## src/rtl/mux_select_arbiter_pkg.sv

```systemverilog
// Shared definitions for the round-robin Mux4 select arbiter: state encoding,
// requester count and select width, plus a one-hot helper.
package mux_select_arbiter_pkg;

  localparam int NUM_REQ = 4;
  localparam int SEL_W   = 2;

  typedef enum logic {
    IDLE  = 1'b0,
    GRANT = 1'b1
  } arbState_e;

  function automatic logic [NUM_REQ-1:0] onehot4(input logic [SEL_W-1:0] idx);
    logic [NUM_REQ-1:0] vec;
    vec      = '0;
    vec[idx] = 1'b1;
    return vec;
  endfunction

endpackage

```

## src/rtl/mux_select_arbiter_rr_pick4.sv

```systemverilog
// Combinational round-robin picker: first set bit of cand scanning from ptr upward,
// wrapping modulo four.
module rr_pick4
  import mux_select_arbiter_pkg::*;
(
  input  logic [NUM_REQ-1:0] cand,
  input  logic [SEL_W-1:0]   ptr,
  output logic               found,
  output logic [SEL_W-1:0]   idx
);

  logic [2*NUM_REQ-1:0] doubled;
  logic [NUM_REQ-1:0]   rotated;
  logic [SEL_W-1:0]     offset;

  // Rotate so that bit 0 is the ptr position, priority-encode, then rotate back.
  always_comb begin
    doubled = {cand, cand};
    rotated = NUM_REQ'(doubled >> ptr);
    offset  = 2'd0;
    if (rotated[0])      offset = 2'd0;
    else if (rotated[1]) offset = 2'd1;
    else if (rotated[2]) offset = 2'd2;
    else if (rotated[3]) offset = 2'd3;
    found = |cand;
    idx   = ptr + offset;
  end

endmodule

```

## src/rtl/mux_select_arbiter.sv

```systemverilog
// Round-robin arbiter for a shared 4:1-muxed resource; drives the registered one-hot
// grant and the Mux4 select, bounding each grant by MAX_HOLD cycles.
module mux_select_arbiter
  import mux_select_arbiter_pkg::*;
#(
  parameter int MAX_HOLD = 8,
  parameter int HOLD_W   = 4
) (
  input  logic               clk,
  input  logic               rst_n,
  input  logic [NUM_REQ-1:0] req,
  input  logic [NUM_REQ-1:0] done,
  output logic [NUM_REQ-1:0] grant,
  output logic [SEL_W-1:0]   select,
  output logic               busy,
  output logic               timeout
);

  localparam logic [HOLD_W-1:0] HOLD_LAST = HOLD_W'(MAX_HOLD - 1);

  arbState_e          state_q, state_d;
  logic [SEL_W-1:0]   ptr_q, ptr_d;
  logic [HOLD_W-1:0]  holdCnt_q, holdCnt_d;
  logic [NUM_REQ-1:0] grant_q, grant_d;
  logic [SEL_W-1:0]   select_q, select_d;
  logic               timeout_q, timeout_d;

  logic [NUM_REQ-1:0] candidate;
  logic               pickFound;
  logic [SEL_W-1:0]   pickIdx;
  logic               ownerDone;
  logic               ownerReq;
  logic               holdExpired;
  logic               releaseGrant;

  // select_q doubles as the owner index while a grant is active.
  assign ownerDone    = done[select_q];
  assign ownerReq     = req[select_q];
  assign holdExpired  = (holdCnt_q == HOLD_LAST);
  assign releaseGrant = ownerDone | ~ownerReq | holdExpired;
  assign candidate    = (state_q == GRANT) ? (req & ~onehot4(select_q)) : req;

  rr_pick4 uPick (
    .cand  (candidate),
    .ptr   (ptr_q),
    .found (pickFound),
    .idx   (pickIdx)
  );

  always_comb begin
    state_d   = state_q;
    ptr_d     = ptr_q;
    holdCnt_d = holdCnt_q;
    grant_d   = grant_q;
    select_d  = select_q;
    timeout_d = 1'b0;
    unique case (state_q)
      IDLE: begin
        if (pickFound) begin
          state_d   = GRANT;
          grant_d   = onehot4(pickIdx);
          select_d  = pickIdx;
          holdCnt_d = '0;
          ptr_d     = pickIdx + 2'd1;
        end
      end
      GRANT: begin
        if (releaseGrant) begin
          timeout_d = holdExpired & ~ownerDone & ownerReq;
          holdCnt_d = '0;
          if (pickFound) begin
            grant_d  = onehot4(pickIdx);
            select_d = pickIdx;
            ptr_d    = pickIdx + 2'd1;
          end else begin
            state_d = IDLE;
            grant_d = '0;
          end
        end else begin
          holdCnt_d = holdCnt_q + 1'b1;
        end
      end
      default: begin
        state_d = IDLE;
        grant_d = '0;
      end
    endcase
  end

  always_ff @(posedge clk) begin
    if (!rst_n) begin
      state_q   <= IDLE;
      ptr_q     <= '0;
      holdCnt_q <= '0;
      grant_q   <= '0;
      select_q  <= '0;
      timeout_q <= 1'b0;
    end else begin
      state_q   <= state_d;
      ptr_q     <= ptr_d;
      holdCnt_q <= holdCnt_d;
      grant_q   <= grant_d;
      select_q  <= select_d;
      timeout_q <= timeout_d;
    end
  end

  assign grant   = grant_q;
  assign select  = select_q;
  assign busy    = (state_q == GRANT);
  assign timeout = timeout_q;

endmodule

```

## config.mk

```make
export PLATFORM = sky130hd
export DESIGN_NAME = mux_select_arbiter
export DESIGN_NICKNAME = d
export VERILOG_FILES = /design/src/rtl/mux_select_arbiter_pkg.sv /design/src/rtl/mux_select_arbiter_rr_pick4.sv /design/src/rtl/mux_select_arbiter.sv
export SDC_FILE = /design/constraint.sdc
export NUM_CORES = 1
export LEC_CHECK = 0
export CAP_MARGIN = 20
export CORE_ASPECT_RATIO = 0.8
export CORE_MARGIN = 4
export CORE_UTILIZATION = 45
export DETAILED_ROUTE_END_ITERATION = 10
export PLACE_DENSITY = 0.71
export SETUP_SLACK_MARGIN = 0.2
export SLEW_MARGIN = 20
export SYNTH_ARGS = -nofsm -noshare
export SYNTH_HDL_FRONTEND = slang
export SYNTH_SLANG_ARGS = --single-unit
```

## constraint.sdc

```tcl
create_clock -name clk -period 3.4 [get_ports clk]
set_clock_uncertainty 0.2 [all_clocks]
set_input_delay 1.02 -clock clk [delete_from_list [all_inputs] [get_ports clk]]
set_output_delay 1.02 -clock clk [all_outputs]
set_load 0.05 [all_outputs]
```

==> results.rst, run 1 <==
.. list-table::
   :header-rows: 1

   * - Metric
     - Value
   * - Final weighted congestion of routability-driven global placement
     - approximately 0.75
   * - Startpoint type of the worst setup path
     - input pin
   * - Clock Pin Slew Worst Setup and Hold Paths
     - about 0.090 ns
   * - Commonest non-fill, non-tap cells in the layout
     - 17 x sky130_fd_sc_hd__clkdlybuf4s50_1, 14 x sky130_fd_sc_hd__dfxtp_1, 10 x sky130_fd_sc_hd__a21oi_1, 10 x sky130_fd_sc_hd__nor2_1, 8 x sky130_fd_sc_hd__buf_4
   * - Arrival time at the worst endpoint
     - 3.08 ns
   * - DRC Markers
     - 0
   * - Setup repair after global routing missed its margin
     - yes
   * - Final cycle utilization of the critical path
     - between 90% and 100%
   * - Combined area of all synthesized cells
     - about 900 um^2
   * - Share of layout cells above drive strength 1
     - a little under a quarter
   * - Seq pwr share
     - between 20 and 30%
   * - Result of the run
     - complete, no violations
   * - Longest Clk Path Bufs
     - 2
   * - Most frequent standard cell in the layout excluding fill and tap cells
     - sky130_fd_sc_hd__clkdlybuf4s50_1
   * - Number of antenna diodes
     - 0
   * - Full die area
     - about 2800 um^2
   * - Number of I/O pins
     - 18
   * - Aggregate global-route resource usage
     - approximately 15%
   * - Sinks on the clock net
     - 14
   * - Logic gate share of total power
     - about 60%
   * - Synth-to-layout area growth
     - 28.9%
   * - Min cycle time layout
     - 3.12 ns
   * - Fraction of the yosys area taken by sequential cells
     - between 30% and 40%
   * - Pin count of the biggest net entering global routing
     - 13
   * - Post-route total power
     - 0.965 mW
   * - Post-Layout Inst Area
     - ~1200 um^2
   * - Count of endpoints failing hold in the final timing report
     - 0
   * - Static leakage
     - between 0.4 and 0.5 nW
   * - Hold buffers post-CTS
     - 0
   * - Largest fanout on the critical path
     - 3
   * - Final Max Slew Viols
     - 0
   * - Global route overflow
     - 0
   * - Top_reg_cell synth
     - sky130_fd_sc_hd__dfxtp_1
   * - WL/cell
     - around 13 um
   * - Net switching power of the design
     - around 0.4 mW
   * - Total clock buffers created by CTS
     - 3
   * - Fill cell count
     - between 150 and 200
   * - Worst skew pair latency
     - 0.28 ns
   * - Initial DRC count
     - 9
   * - Cell count after synthesis
     - between 100 and 150
   * - Internal power component
     - 0.556 mW
   * - Seq cells post-synth
     - 14
   * - Measured slew at the worst slew-check pin
     - ~0.50 ns
   * - # Max-Cap Violations
     - 0
   * - Setup CP Type
     - in2reg
   * - Input/output buffers
     - 17
   * - TritonCTS clock tree
     - yes
   * - Yosys warns
     - 0
   * - Clock network fraction of design power
     - approximately an eighth
   * - Fraction of power spent switching nets
     - a little over two fifths
   * - Post-placement cell area
     - about 1100 um^2
   * - Number of detailed-route iterations in the first pass
     - 4
   * - Final setup violation count
     - 0
   * - Area of the core
     - about 1900 um^2
   * - Number of setup buffers added after CTS
     - 0
   * - Highest clock frequency the design can meet
     - approximately 0.32 GHz
   * - Post-Synthesis Mean Instance Area
     - 8.78 um^2
   * - Effective utilization at floorplan
     - roughly 48%
   * - Drt via density
     - between 5 and 6
   * - Remaining antenna violation count
     - 0
   * - HPWL after detailed placement
     - between 1000 and 1500 um
   * - Kind of end point of the critical path
     - flop
   * - EDFF count, synth
     - 0
   * - Final wirelength
     - about 1900 um
   * - Maximum vdd ir drop
     - between 0.0007 and 0.0008 V
   * - Class of the tightest hold or removal check
     - reg2reg
   * - H-tree levels
     - 1
   * - Number of nets produced by synthesis
     - roughly 120
   * - Netlist cell types
     - 38
   * - Cell Rows
     - 14
   * - Global-route wire length before repair
     - 3360 um
   * - Horizontal die dimension
     - 58.6 um
   * - Initial antenna violation count
     - 0
   * - Max-Slew Margin vs Limit
     - between 60% and 70%
   * - Fraction of registers with async set/reset
     - 0%
   * - Worst endpoint required time
     - roughly 3.4 ns
   * - Via Count
     - a little over 800
   * - Power density over the cells
     - roughly 810 nW/um^2
   * - Final net count
     - around 140
   * - Die boundary height
     - between 40 and 50 um
   * - Number of global-route vias before repair
     - 785
   * - Clock Tree Root
     - sky130_fd_sc_hd__clkbuf_4
==> stage by stage <==
stage | worst slack, ns | utilization (%) | std cells | hold WS [ns] | setup TNS [ns]
after floorplan | 0.460 | - | 105 | 0.253 | 0
after global placement | -0.0310 | 59.4 | 148 | 0.257 | -0.0539
after detailed placement | -0.0748 | 59.4 | 148 | 0.257 | -0.129
after CTS | 0.215 | 61.3 | 152 | 0.268 | 0
after global routing | 0.186 | 62.3 | 152 | 0.299 | 0
final | 0.276 | 62.3 | 152 | 0.261 | 0
==> cell type report <==
| class | count | area [um^2] | area share (%) |
|---|---|---|---|
| clock buffer | 4 | 36.3 | 3.05 |
| inverter | 5 | 18.8 | 1.58 |
| multi-input combinational | 80 | 593 | 49.9 |
| sequential | 14 | 280 | 23.6 |
| tap | 24 | 30.0 | 2.53 |
| timing repair buffer | 25 | 230 | 19.4 |
==> critical path, cell delays in order <==
cell and delay, ns:
sky130_fd_sc_hd__clkdlybuf4s50_1 0.41, sky130_fd_sc_hd__nor2b_1 0.13, sky130_fd_sc_hd__a32o_2 0.26, sky130_fd_sc_hd__o21ai_0 0.16, sky130_fd_sc_hd__a21oi_1 0.08, sky130_fd_sc_hd__a31o_2 0.23, sky130_fd_sc_hd__ha_4 0.16, sky130_fd_sc_hd__xor2_2 0.16
sky130_fd_sc_hd__inv_2 0.05, sky130_fd_sc_hd__ha_1 0.20, sky130_fd_sc_hd__a22oi_2 0.15, sky130_fd_sc_hd__nor2_1 0.06
==> synthesized netlist by cell type (3+ instances only) <==
master                     number  share of area (%)
sky130_fd_sc_hd__nand3b_1       4                3.3
sky130_fd_sc_hd__nand3_1        4                2.2
sky130_fd_sc_hd__buf_4          3                2.4
sky130_fd_sc_hd__ha_1           4                5.4
sky130_fd_sc_hd__nor2b_1        6                4.1
sky130_fd_sc_hd__o21ai_0        4                2.2
sky130_fd_sc_hd__inv_1          4                1.6
sky130_fd_sc_hd__mux2i_1        4                4.3
sky130_fd_sc_hd__nor2_1        10                4.1
sky130_fd_sc_hd__nand2_1        6                2.4
sky130_fd_sc_hd__a21oi_1       10                5.4
sky130_fd_sc_hd__dfxtp_1       14                 30
==> power by group through the flow <==
stage	Combinational [mW]	Clock (mW)	Sequential [mW]
2_1_floorplan	0.344	0	0.320
3_3_place_gp	0.546	0	0.266
3_5_place_dp	0.552	0	0.267
4_1_cts	0.556	0.122	0.264
5_1_grt	0.644	0.131	0.275
6_report	0.582	0.118	0.266
==> state kept, by name (all words and copies together), names as in the netlist <==
register   cells
holdCnt_q      4
grant          4
timeout        1
busy           1
select         2
ptr_q          2
==> path summary, 6_finish.rpt <==
| kind | startpoint | cells after the start | slack (ns) | to |
|---|---|---|---|---|
| worst max-delay path | req[1] | 12 | 0.28 | grant[1] |
| worst max register to register | select[0] | 11 | 0.78 | grant[1] |
| worst min register to register | grant[3] | 2 | 0.26 | grant[3] |
| worst min-delay path | grant[3] | 2 | 0.26 | grant[3] |
==> repair_timing <==
item	in CTS	in global routing
resized for setup	0	3
endpoints found under the setup margin	0	4
endpoints found under the hold margin	0	0
==> layer usage <==
layer  wire (um)  vias up  part of all wire [%]  global-route usage (%)
met1         961      375                    49                    20.0
met4           0        0                     0                    2.26
met3         109        0                   5.6                    5.05
met2         874       23                    45                    22.5
li1            -      420                     -                       -
met5           0        -                     0                       0
==> logic make-up after synthesis <==
logic type               after synthesis  synth area share [%]
AND/OR/NAND/NOR                       42                  25.1
AO/OA/AOI/OAI                         26                  21.0
flip-flops                            14                  30.4
buffers and inverters                 11                  7.33
multiplexers                           5                  6.78
adder cells (fa/ha/maj)                5                  6.65
XOR/XNOR                               2                  2.71
Power figures use the tool's default switching activity.
==> run 2, diff against run 1 <==
Settings changed: ABC_CLOCK_PERIOD_IN_PS from default to 2600, PLACE_DENSITY 0.71 to 0.74.
Clock period 3.4 ns to 2.6 ns, I/O delays scaled along.
==> results.rst, run 2 (synthesized netlist as in run 1, its figures left out) <==
.. list-table::
   :header-rows: 1

   * - Metric
     - Value
   * - Result of the run
     - complete, no violations (unchanged)
   * - Final cycle utilization of the critical path
     - a little over nine tenths
   * - Power density over the cells
     - 1120 nW/um^2 (was 812 nW/um^2)
   * - Seq pwr share
     - 23.5% (was 27.5%)
   * - Share of layout cells above drive strength 1
     - 41.4% (was 22.7%)
   * - Min cycle time layout
     - about 2.5 ns
   * - Maximum vdd ir drop
     - 0.000713 V (was 0.000763 V)
   * - Input/output buffers
     - 17 (unchanged)
   * - Sum of buffers and inverters on the critical path
     - 2 (unchanged)
   * - Number of antenna diodes
     - 0 (unchanged)
   * - Remaining antenna violation count
     - 0 (unchanged)
   * - Setup repair after global routing missed its margin
     - yes (unchanged)
   * - Depth of the worst register-to-register path
     - 11 (unchanged)
   * - Cells along the critical path
     - buf_6 -> nor2b_4 -> a32o_2 -> o21ai_2 -> a21oi_2 -> a31o_2 -> ha_4 -> xor2_4 -> inv_2 -> ha_4 -> a22oi_2 -> nor2_1 (was clkdlybuf4s50_1 -> nor2b_1 -> a32o_2 -> o21ai_0 -> a21oi_1 -> a31o_2 -> ha_4 -> xor2_2 -> inv_2 -> ha_1 -> a22oi_2 -> nor2_1)
   * - Cell count after placement
     - 157 (was 148)
   * - HPWL after detailed placement
     - 1610 um (was 1480 um)
   * - Number of global-route vias before repair
     - 918 (was 785)
   * - H-tree levels
     - 1 (unchanged)
   * - Kind of cell adding the most delay to the critical path
     - compound AO/OA/AOI/OAI gates (unchanged)
   * - Largest fanout on the critical path
     - 3 (unchanged)
   * - Count of endpoints failing hold in the final timing report
     - 0 (unchanged)
   * - Setup CP Type
     - in2reg (unchanged)
   * - Worst skew pair latency
     - 0.29 ns (was 0.28 ns)
   * - Clock network fraction of design power
     - 10.7% (was 12.2%)
   * - Fill cell count
     - 153 (was 160)
   * - Number of detailed-route iterations in the first pass
     - 4 (unchanged)
   * - Worst hold path depth
     - 2 (unchanged)
   * - Drt via density
     - 5.44 (was 5.38)
   * - Critical path origin
     - req[1] (unchanged)
   * - Max-Slew Margin vs Limit
     - 66.5% (was 66.6%)
   * - Initial antenna violation count
     - 0 (unchanged)
   * - Logic gate share of total power
     - 65.9% (was 60.3%)
   * - Initial DRC count
     - 30 (was 9)
   * - Global-route wire length before repair
     - 4080 um (was 3360 um)
   * - Fraction of power spent switching nets
     - 43.0% (was 42.4%)
   * - Aggregate global-route resource usage
     - 18.1% (was 14.6%)
   * - Net switching power of the design
     - 0.648 mW (was 0.409 mW)
   * - Full die area
     - 2840 um^2 (unchanged)
   * - DRC Markers
     - 0 (unchanged)
   * - Reg2reg start
     - select[0] (unchanged)
   * - Horizontal die dimension
     - 58.6 um (unchanged)
   * - Static leakage
     - 0.605 nW (was 0.480 nW)
   * - Worst hold path startpoint
     - grant[3] (unchanged)
   * - Final wirelength
     - 2260 um (was 1940 um)
   * - Via Count
     - 892 (was 818)
   * - Area of the core
     - 1910 um^2 (unchanged)
   * - Final setup violation count
     - 0 (unchanged)
   * - Worst endpoint required time
     - 2.57 ns (was 3.36 ns)
   * - Effective utilization at floorplan
     - 48.3% (unchanged)
   * - Most frequent standard cell in the layout excluding fill and tap cells
     - sky130_fd_sc_hd__buf_4 (was sky130_fd_sc_hd__clkdlybuf4s50_1)
   * - Final Max Slew Viols
     - 0 (unchanged)
   * - TritonCTS clock tree
     - yes (unchanged)
   * - Die boundary height
     - 48.5 um (unchanged)
   * - Total clock buffers created by CTS
     - 3 (unchanged)
   * - Startpoint type of the worst setup path
     - input pin (unchanged)
   * - Synth-to-layout area growth
     - 45.3% (was 28.9%)
   * - Cell Rows
     - 14 (unchanged)
   * - Hold buffers post-CTS
     - 0 (unchanged)
   * - Longest Clk Path Bufs
     - 2 (unchanged)
   * - Pin count of the biggest net entering global routing
     - 13 (unchanged)
   * - WL/cell
     - 13.8 um (was 12.8 um)
   * - Number of I/O pins
     - 18 (unchanged)
   * - Cell at the slowest stage of the critical path
     - sky130_fd_sc_hd__a32o_2 (was sky130_fd_sc_hd__clkdlybuf4s50_1)
   * - Kind of end point of the critical path
     - flop (unchanged)
   * - Sinks on the clock net
     - 14 (unchanged)
   * - RR Endpoint
     - grant[1] (unchanged)
   * - Most frequent CP cell
     - sky130_fd_sc_hd__ha_4
   * - # Max-Cap Violations
     - 0 (unchanged)
   * - Highest clock frequency the design can meet
     - approximately 0.40 GHz
   * - Utilization after layout
     - 70.2% (was 62.3%)
   * - Class of the tightest hold or removal check
     - reg2reg (unchanged)
   * - Number of stages on the worst setup path
     - 12 (unchanged)
   * - Internal power component
     - 0.858 mW (was 0.556 mW)
   * - Commonest non-fill, non-tap cells in the layout
     - 18 x sky130_fd_sc_hd__buf_4, 10 x sky130_fd_sc_hd__nor2_1, 10 x sky130_fd_sc_hd__dfxtp_1, 10 x sky130_fd_sc_hd__dlygate4sd2_1, 8 x sky130_fd_sc_hd__a21oi_1 (was 17 x sky130_fd_sc_hd__clkdlybuf4s50_1, 14 x sky130_fd_sc_hd__dfxtp_1, 10 x sky130_fd_sc_hd__a21oi_1, 10 x sky130_fd_sc_hd__nor2_1, 8 x sky130_fd_sc_hd__buf_4)
   * - Final weighted congestion of routability-driven global placement
     - 0.794 (was 0.750)
   * - Post-route total power
     - 1.51 mW (was 0.965 mW)
   * - Min-Delay Endpoint
     - grant[3] (unchanged)
   * - Arrival time at the worst endpoint
     - 2.44 ns (was 3.08 ns)
   * - Measured slew at the worst slew-check pin
     - 0.502 ns (was 0.499 ns)
   * - Clock Pin Slew Worst Setup and Hold Paths
     - 0.08 ns (was 0.09 ns)
   * - Internal reg-to-reg setup slack
     - 0.20 ns (was 0.78 ns)
   * - Clock Tree Root
     - sky130_fd_sc_hd__clkbuf_4 (unchanged)
   * - Largest stage delay, worst path
     - 0.24 ns (was 0.41 ns)
   * - Final cell count without fillers
     - 164 (was 152)
   * - Final net count
     - 155 (was 143)
   * - Global route overflow
     - 0 (unchanged)
## run 2: changes by cell type in the layout (fill, tap and decap cells not counted), sizes merged
cell | before | now
clkbuf | 4 | 5
clkdlybuf4s50 | 17 | 1
dlygate4sd2 | 0 | 10
buf | 8 | 24
dlymetal6s2s | 0 | 1
## run 2: per-layer routing
| layer | part of all wire (%) | track usage (%) | vias to the layer above |
|---|---|---|---|
| met5 | 0 | 0 | - |
| met4 | 1.5 | 6.79 | 0 |
| met3 | 7.0 | 4.26 | 4 |
| met2 | 45 | 26.4 | 28 |
| met1 | 47 | 25.6 | 414 |
| li1 | - | - | 446 |
## run 2: worst min-delay path, stage by stage (launching register included)
cell and delay [ns]:
sky130_fd_sc_hd__dfxtp_1 0.32, sky130_fd_sc_hd__nand3_1 0.06, sky130_fd_sc_hd__o21ai_1 0.06
## run 2: area by class of cell
cell class / instances / area, um^2 / area share (%)
multi-input combinational: 80 / 653 / 48.7
tap: 24 / 30.0 / 2.24
sequential: 14 / 288 / 21.5
timing repair buffer: 37 / 314 / 23.4
inverter: 5 / 18.8 / 1.40
clock buffer: 4 / 36.3 / 2.71
## run 2: metrics by stage
stage	hold slack [ns]	setup WS [ns]	cell area, um^2	TNS, ns
finish	0.268	0.123	1340	0
global route	0.320	0.0335	1340	0
CTS	0.273	-0.000613	1310	-0.000613
detailed placement	0.256	-0.601	1230	-4.73
global placement	0.259	-0.494	1230	-3.99
floorplan	0.253	0.00943	942	0
## run 2: power groups by stage
stage               combinational, mW  clock [mW]  sequential (mW)
floorplan                       0.478           0            0.424
global placement                0.810           0            0.349
detailed placement              0.831           0            0.350
CTS                             0.909       0.163            0.347
global route                     1.09       0.176            0.368
finish                          0.992       0.160            0.354
## run 2: worst max-delay path by stage
stage | slack (ns) | endpoint
3_3_place_gp | -0.49 | grant[1]
5_1_grt | 0.03 | grant[1]
2_1_floorplan | 0.009 | grant[1]
6_report | 0.12 | grant[1]
3_5_place_dp | -0.60 | ptr_q[1]
4_1_cts | -0.0006 | ptr_q[1]
## run 2: what timing repair did
item / in CTS / in global routing
gates resized for setup: 31 / 10
pin swaps: 13 / 6
setup buffers: 3 / 0
endpoints found under the setup margin: 19 / 8
==> run 3, diff against run 2 <==
Settings changed: ABC_CLOCK_PERIOD_IN_PS 2600 to 3000, CELL_PAD_IN_SITES_DETAIL_PLACEMENT from default to 0, CELL_PAD_IN_SITES_GLOBAL_PLACEMENT from default to 1, CORE_UTILIZATION 45 to 40, PLACE_DENSITY 0.74 to default, PLACE_DENSITY_LB_ADDON from default to 0.1.
Clock period 2.6 ns to 3 ns, I/O delays scaled along.
==> results.rst, run 3 (synthesized netlist as in run 1, its figures left out) <==
.. list-table::
   :header-rows: 1

   * - Metric
     - Value
   * - Result of the run
     - complete, no violations (unchanged)
   * - Drt via density
     - 5.30 (was 5.44)
   * - Highest clock frequency the design can meet
     - about 0.37 GHz
   * - Final Max Slew Viols
     - 0 (unchanged)
   * - Most frequent standard cell in the layout excluding fill and tap cells
     - sky130_fd_sc_hd__buf_4 (unchanged)
   * - Die boundary height
     - 50.9 um (was 48.5 um)
   * - Static leakage
     - 0.539 nW (was 0.605 nW)
   * - Cell Rows
     - 15 (was 14)
   * - Utilization after layout
     - 57.4% (was 70.2%)
   * - Initial DRC count
     - 40 (was 30)
   * - Worst skew pair latency
     - 0.27 ns (was 0.29 ns)
   * - Number of detailed-route iterations in the first pass
     - 4 (unchanged)
   * - Clock Pin Slew Worst Setup and Hold Paths
     - 0.08 ns (about the same)
   * - Number of I/O pins
     - 18 (unchanged)
   * - Effective utilization at floorplan
     - 42.4% (was 48.3%)
   * - Setup CP Type
     - in2reg (unchanged)
   * - Power density over the cells
     - 904 nW/um^2 (was 1120 nW/um^2)
   * - Final weighted congestion of routability-driven global placement
     - 0.772 (was 0.794)
   * - HPWL after detailed placement
     - 1530 um (was 1610 um)
   * - Min cycle time layout
     - 2.73 ns
   * - Area of the core
     - 2180 um^2 (was 1910 um^2)
   * - Worst endpoint required time
     - 2.96 ns (was 2.57 ns)
   * - Synth-to-layout area growth
     - 35.4% (was 45.3%)
   * - Class of the tightest hold or removal check
     - reg2reg (unchanged)
   * - Cell at the slowest stage of the critical path
     - sky130_fd_sc_hd__a32o_2 (unchanged)
   * - Initial antenna violation count
     - 0 (unchanged)
   * - Kind of end point of the critical path
     - flop (unchanged)
   * - Total clock buffers created by CTS
     - 3 (unchanged)
   * - Share of layout cells above drive strength 1
     - 30.4% (was 41.4%)
   * - Hold buffers post-CTS
     - 0 (unchanged)
   * - Longest Clk Path Bufs
     - 2 (unchanged)
   * - Count of endpoints failing hold in the final timing report
     - 0 (unchanged)
   * - Cells along the critical path
     - clkdlybuf4s15_1 -> nor2b_2 -> a32o_2 -> o21ai_1 -> a21oi_1 -> a31o_2 -> ha_4 -> xor2_2 -> inv_2 -> ha_2 -> a22oi_2 -> nor2_1 (was buf_6 -> nor2b_4 -> a32o_2 -> o21ai_2 -> a21oi_2 -> a31o_2 -> ha_4 -> xor2_4 -> inv_2 -> ha_4 -> a22oi_2 -> nor2_1)
   * - Maximum vdd ir drop
     - 0.000735 V (was 0.000713 V)
   * - Global-route wire length before repair
     - 3400 um (was 4080 um)
   * - TritonCTS clock tree
     - yes (unchanged)
   * - Global route overflow
     - 0 (unchanged)
   * - Final setup violation count
     - 0 (unchanged)
   * - Full die area
     - 3140 um^2 (was 2840 um^2)
   * - Commonest non-fill, non-tap cells in the layout
     - 16 x sky130_fd_sc_hd__buf_4, 14 x sky130_fd_sc_hd__dfxtp_1, 10 x sky130_fd_sc_hd__a21oi_1, 10 x sky130_fd_sc_hd__nor2_1, 10 x sky130_fd_sc_hd__clkdlybuf4s50_1 (was 18 x sky130_fd_sc_hd__buf_4, 10 x sky130_fd_sc_hd__nor2_1, 10 x sky130_fd_sc_hd__dfxtp_1, 10 x sky130_fd_sc_hd__dlygate4sd2_1, 8 x sky130_fd_sc_hd__a21oi_1)
   * - Startpoint type of the worst setup path
     - input pin (unchanged)
   * - Pin count of the biggest net entering global routing
     - 13 (unchanged)
   * - Final wirelength
     - 1970 um (was 2260 um)
   * - Measured slew at the worst slew-check pin
     - 0.503 ns (was 0.502 ns)
   * - Number of antenna diodes
     - 0 (unchanged)
   * - Via Count
     - 848 (was 892)
   * - Clock Tree Root
     - sky130_fd_sc_hd__clkbuf_4 (unchanged)
   * - H-tree levels
     - 1 (unchanged)
   * - Final net count
     - 151 (was 155)
   * - Post-route total power
     - 1.13 mW (was 1.51 mW)
   * - Sinks on the clock net
     - 14 (unchanged)
   * - Setup repair after global routing missed its margin
     - yes (unchanged)
   * - Horizontal die dimension
     - 61.7 um (was 58.6 um)
   * - Arrival time at the worst endpoint
     - 2.69 ns (was 2.44 ns)
   * - Final cycle utilization of the critical path
     - about nine tenths
   * - Largest stage delay, worst path
     - 0.25 ns (was 0.24 ns)
   * - # Max-Cap Violations
     - 0 (unchanged)
   * - Largest fanout on the critical path
     - 3 (unchanged)
   * - Remaining antenna violation count
     - 0 (unchanged)
   * - Input/output buffers
     - 17 (unchanged)
   * - Total negative setup slack
     - 0 ns (unchanged)
   * - WL/cell
     - 12.3 um (was 13.8 um)
   * - Number of global-route vias before repair
     - 780 (was 918)
   * - Max-Slew Margin vs Limit
     - 66.4% (was 66.5%)
   * - Aggregate global-route resource usage
     - 14.2% (was 18.1%)
   * - DRC Markers
     - 0 (unchanged)
[run 3: changes by cell type in the layout (fill, tap and decap cells not counted), moves of 3 or more]
cell	previous run	this run
sky130_fd_sc_hd__dfxtp_1	10	14
sky130_fd_sc_hd__dfxtp_2	3	0
sky130_fd_sc_hd__dlygate4sd2_1	10	4
sky130_fd_sc_hd__clkdlybuf4s50_1	1	10
sky130_fd_sc_hd__buf_6	3	0
[run 3: final timing paths]
check,endpoint,startpoint,cells past startpoint,slack (ns)
hold reg to reg,grant[3],grant[3],2,0.27
setup / recovery,grant[1],req[1],12,0.27
hold / removal,grant[3],grant[3],2,0.27
setup reg to reg,grant[1],ptr_q[0],11,0.45
[run 3: through the flow]
stage,hold WS [ns],setup WS [ns],instance area [um^2],cells
2_1_floorplan,0.253,0.211,922,105
3_3_place_gp,0.249,-0.315,1170,154
3_5_place_dp,0.258,-0.346,1170,154
4_1_cts,0.270,0.183,1200,157
5_1_grt,0.299,0.155,1250,160
6_report,0.266,0.269,1250,160
[run 3: layout make-up]
type | instances | area [um^2]
Sequential cell | 14 | 280
Inverter | 5 | 18.8
Clock buffer | 3 | 22.5
Fill cell | 201 | 928
Multi-Input combinational cell | 80 | 606
Timing Repair Buffer | 33 | 290
Tap cell | 25 | 31.3
[run 3: per-layer routing]
layer / global-route usage [%] / wire length [um]
met1: 18.6 / 972
met2: 22.0 / 880
met3: 5.81 / 106
met4: 2.12 / 9
met5: 0 / 0
[run 3: critical path: cells and delay by family]
kind	cells	cell delay (ns)
and+or+nand+nor	2	0.20
AOI/OAI and AO/OA	5	0.85
xor gates and xnor gates	1	0.16
adders and majority gates	2	0.34
buffers and inverters	2	0.24
[run 3: repair_timing]
item	in CTS	in global routing
buffers inserted	0	3
pin swaps	4	9
endpoints found under the setup margin	9	7
resized for setup	9	9
[run 3: where the power goes]
part	total (mW)	switching, mW	internal (mW)
logic	0.720	0.349	0.371
clock network	0.105	0.0590	0.0465
registers	0.303	0.0719	0.231
total	1.13	0.480	0.649
